===== src/rtl/hazard_defs.sv =====
// ---------------------------------------------------------------------------
// hazard_defs: shared definitions for the hazard / stall control slice.
//   - state_t       : controller states (ST_RUN = 0, ST_MD_WAIT = 1)
//   - DEF_MULDIV_LAT: default EX-stage latency of a mul/div operation
//   - ZERO_REG      : index of the hard-wired zero register
//   - load_use_hit  : load-use hazard detect between the ID and EX stages
// ---------------------------------------------------------------------------
package hazard_defs;

  typedef enum logic [0:0] {
    ST_RUN     = 1'b0,
    ST_MD_WAIT = 1'b1
  } state_t;

  localparam int         DEF_MULDIV_LAT = 4;
  localparam logic [4:0] ZERO_REG       = 5'd0;

  // A load writing r0 never creates a real dependency, so it is excluded.
  function automatic logic load_use_hit(
    input logic       ex_mem_read,
    input logic [4:0] ex_write_reg,
    input logic       id_uses_rs,
    input logic [4:0] id_rs,
    input logic       id_uses_rt,
    input logic [4:0] id_rt
  );
    load_use_hit = ex_mem_read & (ex_write_reg != ZERO_REG) &
                   ((id_uses_rs & (ex_write_reg == id_rs)) |
                    (id_uses_rt & (ex_write_reg == id_rt)));
  endfunction

endpackage


===== src/rtl/stall_down_counter.sv =====
// ---------------------------------------------------------------------------
// stall_down_counter: loadable down counter that times the mul/div wait.
// Ports:
//   clk      in  clock, rising edge
//   reset    in  synchronous active-high reset, clears cnt
//   load     in  load load_val (takes priority over dec)
//   load_val in  CNT_W value to load
//   dec      in  decrement by one (never wraps below zero)
//   cnt      out current count
//   one_flag out cnt == 1, the controller's exit condition
// ---------------------------------------------------------------------------
module stall_down_counter #(
  parameter int CNT_W = 4
) (
  input  logic             clk,
  input  logic             reset,
  input  logic             load,
  input  logic [CNT_W-1:0] load_val,
  input  logic             dec,
  output logic [CNT_W-1:0] cnt,
  output logic             one_flag
);

  logic [CNT_W-1:0] cnt_r;

  // Count register: reset, load, or saturating decrement.
  always_ff @(posedge clk) begin
    if (reset) begin
      cnt_r <= {CNT_W{1'b0}};
    end else if (load) begin
      cnt_r <= load_val;
    end else if (dec && (cnt_r != {CNT_W{1'b0}})) begin
      cnt_r <= cnt_r - {{(CNT_W-1){1'b0}}, 1'b1};
    end else begin
      cnt_r <= cnt_r;
    end
  end

  assign cnt      = cnt_r;
  assign one_flag = (cnt_r == {{(CNT_W-1){1'b0}}, 1'b1});

endmodule


===== src/rtl/hazard_stall_ctrl.sv =====
// ---------------------------------------------------------------------------
// hazard_stall_ctrl: drives stall / bubble / flush controls of the IF/ID,
// ID/EX and EX/MEM pipeline registers. Handles load-use stalls, multi-cycle
// mul/div occupancy of EX and taken-branch squash resolved in MEM.
// Outputs are combinational so their effect lands on the next rising edge.
// Ports:
//   Clk, Reset          clock / synchronous active-high reset
//   ID_Rs, ID_Rt        source fields of the ID instruction
//   ID_UsesRs/Rt        the ID instruction reads rs / rt
//   EX_MemRead          EX instruction is a load
//   EX_WriteReg         EX destination register
//   EX_MulDivStart      a mul/div entered EX this cycle
//   MEM_BranchTaken     branch resolved taken in MEM
//   PCWrite, IFID_Write, IFID_Flush, IDEX_Bubble, IDEX_Hold, EXMEM_Bubble
//                       pipeline register controls
//   Busy                controller is in the mul/div wait state
// Optional build macro HAZ_STALL_COUNT_EN adds StallCycles (32b) and
// FlushCount (16b) saturating performance counters.
// ---------------------------------------------------------------------------
module hazard_stall_ctrl
  import hazard_defs::*;
#(
  parameter int MULDIV_LAT = DEF_MULDIV_LAT,
  parameter int CNT_W      = 4
) (
  input  logic        Clk,
  input  logic        Reset,
  input  logic [4:0]  ID_Rs,
  input  logic [4:0]  ID_Rt,
  input  logic        ID_UsesRs,
  input  logic        ID_UsesRt,
  input  logic        EX_MemRead,
  input  logic [4:0]  EX_WriteReg,
  input  logic        EX_MulDivStart,
  input  logic        MEM_BranchTaken,
  output logic        PCWrite,
  output logic        IFID_Write,
  output logic        IFID_Flush,
  output logic        IDEX_Bubble,
  output logic        IDEX_Hold,
  output logic        EXMEM_Bubble,
`ifdef HAZ_STALL_COUNT_EN
  output logic [31:0] StallCycles,
  output logic [15:0] FlushCount,
`endif
  output logic        Busy
);

  localparam logic [CNT_W-1:0] LAT_M1 = CNT_W'(MULDIV_LAT - 1);
  localparam logic             MULTI  = (MULDIV_LAT > 1);

  state_t           state_r;
  logic             lu_s;
  logic             md_load_s;
  logic             cnt_dec_s;
  logic             cnt_one_s;
  logic             flush_acc_s;
  logic [CNT_W-1:0] cnt_s;

  assign lu_s = load_use_hit(EX_MemRead, EX_WriteReg, ID_UsesRs, ID_Rs,
                             ID_UsesRt, ID_Rt);

  // A branch in MEM squashes the EX mul/div, so it blocks the wait entry.
  assign md_load_s   = ~Reset & (state_r == ST_RUN) & ~MEM_BranchTaken &
                       EX_MulDivStart & MULTI;
  assign cnt_dec_s   = (state_r == ST_MD_WAIT) & (cnt_s != {CNT_W{1'b0}});
  assign flush_acc_s = ~Reset & (state_r == ST_RUN) & MEM_BranchTaken;

  stall_down_counter #(.CNT_W(CNT_W)) u_cnt (
    .clk      (Clk),
    .reset    (Reset),
    .load     (md_load_s),
    .load_val (LAT_M1),
    .dec      (cnt_dec_s),
    .cnt      (cnt_s),
    .one_flag (cnt_one_s)
  );

  // Controller state: enter the wait on a multi-cycle start, leave at cnt==1.
  always_ff @(posedge Clk) begin
    if (Reset) begin
      state_r <= ST_RUN;
    end else begin
      case (state_r)
        ST_RUN:     state_r <= md_load_s ? ST_MD_WAIT : ST_RUN;
        ST_MD_WAIT: state_r <= cnt_one_s ? ST_RUN : ST_MD_WAIT;
        default:    state_r <= ST_RUN;
      endcase
    end
  end

  // Pipeline control decode in priority order: branch, mul/div, load-use.
  always_comb begin
    PCWrite      = 1'b1;
    IFID_Write   = 1'b1;
    IFID_Flush   = 1'b0;
    IDEX_Bubble  = 1'b0;
    IDEX_Hold    = 1'b0;
    EXMEM_Bubble = 1'b0;
    Busy         = 1'b0;
    if (Reset) begin
      PCWrite = 1'b1;
    end else begin
      case (state_r)
        ST_RUN: begin
          if (MEM_BranchTaken) begin
            IFID_Flush   = 1'b1;
            IDEX_Bubble  = 1'b1;
            EXMEM_Bubble = 1'b1;
          end else if (EX_MulDivStart && MULTI) begin
            PCWrite      = 1'b0;
            IFID_Write   = 1'b0;
            IDEX_Hold    = 1'b1;
            EXMEM_Bubble = 1'b1;
          end else if (EX_MulDivStart) begin
            // Single-cycle mul/div needs no stall.
            PCWrite = 1'b1;
          end else if (lu_s) begin
            PCWrite     = 1'b0;
            IFID_Write  = 1'b0;
            IDEX_Bubble = 1'b1;
          end else begin
            PCWrite = 1'b1;
          end
        end
        ST_MD_WAIT: begin
          PCWrite      = 1'b0;
          IFID_Write   = 1'b0;
          IDEX_Hold    = 1'b1;
          EXMEM_Bubble = 1'b1;
          Busy         = 1'b1;
        end
        default: begin
          PCWrite = 1'b1;
        end
      endcase
    end
  end

`ifdef HAZ_STALL_COUNT_EN
  logic [31:0] stall_cycles_r;
  logic [15:0] flush_count_r;

  // Saturating stall-cycle and accepted-flush counters.
  always_ff @(posedge Clk) begin
    if (Reset) begin
      stall_cycles_r <= 32'd0;
      flush_count_r  <= 16'd0;
    end else begin
      if (!PCWrite && (stall_cycles_r != 32'hFFFF_FFFF)) begin
        stall_cycles_r <= stall_cycles_r + 32'd1;
      end else begin
        stall_cycles_r <= stall_cycles_r;
      end
      if (flush_acc_s && (flush_count_r != 16'hFFFF)) begin
        flush_count_r <= flush_count_r + 16'd1;
      end else begin
        flush_count_r <= flush_count_r;
      end
    end
  end

  assign StallCycles = stall_cycles_r;
  assign FlushCount  = flush_count_r;
`else
  logic unused_s;
  assign unused_s = flush_acc_s;
`endif

endmodule


===== config.mk =====
export PLATFORM = sky130hd
export DESIGN_NAME = hazard_stall_ctrl
export DESIGN_NICKNAME = d
export VERILOG_FILES = /design/src/rtl/hazard_defs.sv /design/src/rtl/stall_down_counter.sv /design/src/rtl/hazard_stall_ctrl.sv
export SDC_FILE = /design/constraint.sdc
export NUM_CORES = 1
export LEC_CHECK = 0
export ABC_AREA = 1
export BUFFER_PORTS_ARGS = -buffer_cell sky130_fd_sc_hd__buf_2
export CORE_AREA = 2 2 39 41
export DETAILED_ROUTE_END_ITERATION = 12
export DIE_AREA = 0 0 41 43
export PLACE_DENSITY = 0.74
export RECOVER_POWER = 50
export SLEW_MARGIN = 20
export SYNTH_ARGS = -nofsm -noshare
export SYNTH_HDL_FRONTEND = slang
export SYNTH_SLANG_ARGS = --single-unit

===== constraint.sdc =====
create_clock -name Clk -period 1.3 [get_ports Clk]
set_input_delay 0.065 -clock Clk [delete_from_list [all_inputs] [get_ports Clk]]
set_output_delay 0.065 -clock Clk [all_outputs]
set_load 0.05 [all_outputs]

# --- Word-level counts from Yosys, hierarchy flattened ---
# Cells that the tools add are included.
op_classes:
  addsub: 1
  eq_ne: 3
  mux: 27
  bitwise_logic: 12
  reduce_logical: 5
ops:
  columns: ["operator", "n"]
  rows:
  - ["1-bit 2-to-1 mux", 21]
  - ["5-bit == test", 2]
  - ["1-bit bitwise AND", 8]
  - ["1-bit one-hot mux with 2 select lines", 4]
  - ["5-bit nonzero test", 1]
  - ["4-bit by 1-bit == test with 1-bit output, second input constant", 1]
  - ["2-bit 2-to-1 mux", 2]
  - ["4-bit nonzero test", 1]
  - ["4-bit by 1-bit subtractor with 4-bit output, second input constant", 1]
  - ["1-bit inverter", 3]
  - ["2-bit nonzero test", 1]
  - ["2-bit OR reduction", 1]
  - ["1-bit logical AND", 1]
  - ["1-bit bitwise OR", 1]
word_totals:
  regBits: 5
  output_inout_bits: 7
  elab_cells: 51

# --- Longest topological paths before layout ---
depth:
  ltp_word: 9
  mapped_depth: 10

# --- By module ---
# From an unflattened synthesis, not the netlist that was laid out.
hier_totals:
  hier_cells: 125
  hier_area_um2: 653.1
by_module_without_submodules:
  columns: ["mod", "instances", "cells_per_inst", "area_per_inst_um2", "seq_area_each_um2"]
  rows:
  - ["hazard_stall_ctrl", 1, 84, 356.6, 20.0]
  - ["stall_down_counter", 1, 41, 296.5, 80.1]

# --- Worst setup path after synthesis ---
# Ideal clock, no wire load.
synth_path:
  path_kind: "register -> output"
  from: "reg state_r"
  to: "out PCWrite"
  arrival_ns: 1.817
  path_slack_ns: -0.582
  path_stages_with_launch: 7
  n_path_buf: 1
  path_cell_list: "dfxtp_1 -> inv_1 -> nor2_1 -> a21oi_1 -> nand2_1 -> inv_1 -> buf_4"
synth_via:
  elab_chain_cells: 3
synth_rtl:
  columns: ["element", "line_no", "rtl"]
  rows:
  - ["start: declaration", "hazard_stall_ctrl.sv:52", "state_t state_r;"]
  - ["start signal: assignment", "hazard_stall_ctrl.sv:85", "ST_RUN: state_r <= md_load_s ? ST_MD_WAIT : ST_RUN;"]
  - ["start signal: assignment", "hazard_stall_ctrl.sv:86", "ST_MD_WAIT: state_r <= cnt_one_s ? ST_RUN : ST_MD_WAIT;"]
  - ["1-bit inverter", null, null]
  - ["1-bit one-hot mux with 2 select lines *", null, null]
  - ["1-bit 2-to-1 mux *", null, null]
  - ["end: declaration", "hazard_stall_ctrl.sv:36", "output logic PCWrite,"]
# Every way passes the cells marked *; elsewhere a longest branch is shown, timed or not.

# --- Worst setup path after layout ---
layout_path:
  from: "reg state_r"
  to: "out PCWrite"
layout_via:
  elab_chain_cells: 3
layout_rtl:
  columns: ["element", "line_no", "rtl"]
  rows:
  - ["1-bit inverter", null, null]
  - ["1-bit one-hot mux with 2 select lines *", "hazard_stall_ctrl.sv:104", "case (state_r)"]
  - ["1-bit 2-to-1 mux *", "hazard_stall_ctrl.sv:101", "if (Reset) begin"]
# Marks and branches as above.

==> impl_metrics.env <==
export IMPL_status="finished clean"
export IMPL_antenna_found_initial=0
export IMPL_worst_slew_pin_slew_ns=0.298
export IMPL_start_util_pct=39.1
export IMPL_slew_headroom_pct=80.0
export IMPL_layout_min_cycle_time_ns=1.26
export IMPL_rsz0062_at_grt="yes"
export IMPL_dieArea_mm2=0.00176
export IMPL_clock_latency_ns=0.25
export IMPL_yosysWarningCount=0
export IMPL_gr_total_overflow=0
export IMPL_synthToLayoutAreaGrowth_pct=45.8
export IMPL_hold_viol=0
export IMPL_synth_seq_cells=5
export IMPL_fin_cells=151
export IMPL_fin_nets=160
export IMPL_leakagePower_nw=0.474
export IMPL_synth_area_per_cell_um2=5.25
export IMPL_root_buffer="clkbuf_4"
export IMPL_synth_edff_count=0
export IMPL_n_fill_cell=155
export IMPL_grt_usage_pct=18.5
export IMPL_criticalPathCategory="register to primary output"
export IMPL_place_inst=146
export IMPL_clk_pin_slew_ns=0.05
export IMPL_ios=29
export IMPL_numCtsBuffers=3
export IMPL_yosys_top_cells_area="nand2_1, dfxtp_1, inv_1"
export IMPL_rows=14
export IMPL_netlist_area_um2=541
export IMPL_vdd_drop_max_mv=0.561
export IMPL_fin_hold_ws_ns=0.0883
export IMPL_ys_seq_area_share_pct=18.5
export IMPL_num_vias=675
export IMPL_drtPass1Iterations=3
export IMPL_clock_sinks=5
export IMPL_routabilityCongestion=0.742
export IMPL_cp_startpoint="state_r"
export IMPL_post_synth_num_cell_types=17
export IMPL_min_period_over_period_pct=97.2
export IMPL_critPathLaunchType="register"
export IMPL_fp_coreArea_mm2=0.00138
export IMPL_p_per_area_mw_per_mm2=875
export IMPL_grt_pass1_wl_um=2100
export IMPL_timing_rr_start="u_cnt.cnt[0]"
export IMPL_routed_via_density=4.47
export IMPL_cp_max_fo=5
export IMPL_fmax_mhz=791
export IMPL_min_from="Reset"
export IMPL_clock_path_buffers=2
export IMPL_wirelength_um=1340
export IMPL_die_h_um=43
export IMPL_synth_top_area_share_pct=25.7
export IMPL_yosys_area_top_type="nand2_1"
export IMPL_drt_iter0_drc=1
export IMPL_synth_most_common_cell="nand2_1"
export IMPL_antenna_cells=0
export IMPL_finalSetupViolCount=0
export IMPL_synth_nets=127
export IMPL_fin_skew_ns=0.00407
export IMPL_drc=0
export IMPL_synth_flop_cell="dfxtp_1"
export IMPL_async_reset_ff_share_pct=0
export IMPL_synthTopCellsByCount="nand2_1, inv_1, nor2_1"
export IMPL_grt_start_max_net_pins=7
export IMPL_drive_gt1_share_pct=35.6
export IMPL_maxSlewViolCount=0
export IMPL_required_ns=1.24
export IMPL_maxCapViolCount=0
export IMPL_cts_max_level=1
export IMPL_syn_inst=103
export IMPL_grt_pass1_vias=604
export IMPL_end_kind="primary output"
export IMPL_seq_area_um2=103
export IMPL_multi_input_area_um2=380
export IMPL_detailed_place_hpwl_um=1060
export IMPL_die_width_um=41
export IMPL_detail_route_antenna_nets=0
export IMPL_wl_per_cell_um=8.86
export IMPL_min_path_type="input port to register"
export IMPL_cts_tree="done"
export IMPL_cp_arrival_ns=1.20
export IMPL_port_buffer_count=28
-- worst paths after layout --
path	cells after the start	endpoint	slack, ns
worst max-delay path	6	PCWrite	0.04
worst min-delay path	2	u_cnt.cnt[1]	0.09
worst max register to register	6	u_cnt.cnt[2]	0.07
worst min register to register	1	state_r	0.48
-- logic make-up (layout without fill, tap and decap cells) --
family,count (synthesis),count (layout),synth area share [%]
adders and majority gates,2,2,4.63
buffers and inverters,24,56,17.4
and+or+nand+nor,62,62,46.5
AOI/OAI and AO/OA,8,8,9.72
DFF,5,5,18.5
xor gates and xnor gates,2,2,3.24
-- power breakdown --
group,internal [mW],switching [mW]
registers,0.174,0.0162
clock network,0.117,0.0732
logic,0.115,0.195
total,0.406,0.284
-- registers in the layout, summed over array words and instances (netlist names) --
| name | count |
|---|---|
| state_r | 1 |
| u_cnt.cnt | 4 |
-- final cells by class --
cell class                 count  area share [%]
sequential                     5            13.0
tap                           16            2.54
multi-input combinational     74            48.3
clock buffer                   4            3.33
inverter                      23            11.7
timing repair buffer          29            21.1
-- routing by layer --
layer  part of all wire (%)  global-route usage (%)  vias up
li1                       -                       -      367
met1                     41                    16.5      281
met2                     47                    29.7       22
met3                    8.1                    6.28        5
met4                    3.7                    17.3        0
met5                      0                       0        -
-- repair_timing --
| action | 4_1_cts | 5_1_grt |
|---|---|---|
| gates cloned | 0 | 0 |
| pin swaps | 1 | 3 |
| gates resized for setup | 4 | 9 |
| endpoints found under the setup margin | 4 | 5 |
| setup buffers | 0 | 1 |
| hold buffers | 0 | 0 |
-- worst max-delay path, stage by stage, from the launching register on --
cell        delay (ns)
dfxtp_2           0.33
inv_4             0.10
nor2_4            0.06
a21oi_4           0.13
nand2_2           0.08
clkinvlp_4        0.08
buf_6             0.15
-- through the flow --
step                      setup WS (ns)  TNS (ns)  power (mW)  cell area (um2)  util [%]
after detailed placement         0.0105         0       0.475              712      51.4
after global routing            -0.0351   -0.0847       0.742              788      57.0
after CTS                       -0.0195   -0.0386       0.681              748      54.1
after global placement           0.0727         0       0.467              712      51.4
after floorplan                  -0.140    -0.140       0.400              567         -
final                            0.0361         0       0.689              788      57.0
-- placed cells by master, fill, tap and decap left out, types with 2 or more instances in the layout --
master	Yosys	final
o21ai_1	3	3
clkbuf_4	0	3
a21oi_4	1	2
buf_2	0	25
dfxtp_1	5	3
nand3_1	6	6
dfxtp_2	0	2
nor2_2	1	2
inv_1	20	18
buf_6	0	3
xor2_1	2	2
nand2_1	37	35
inv_2	3	3
nor2_1	16	14
No activity file was read; power rests on OpenSTA's default activity.
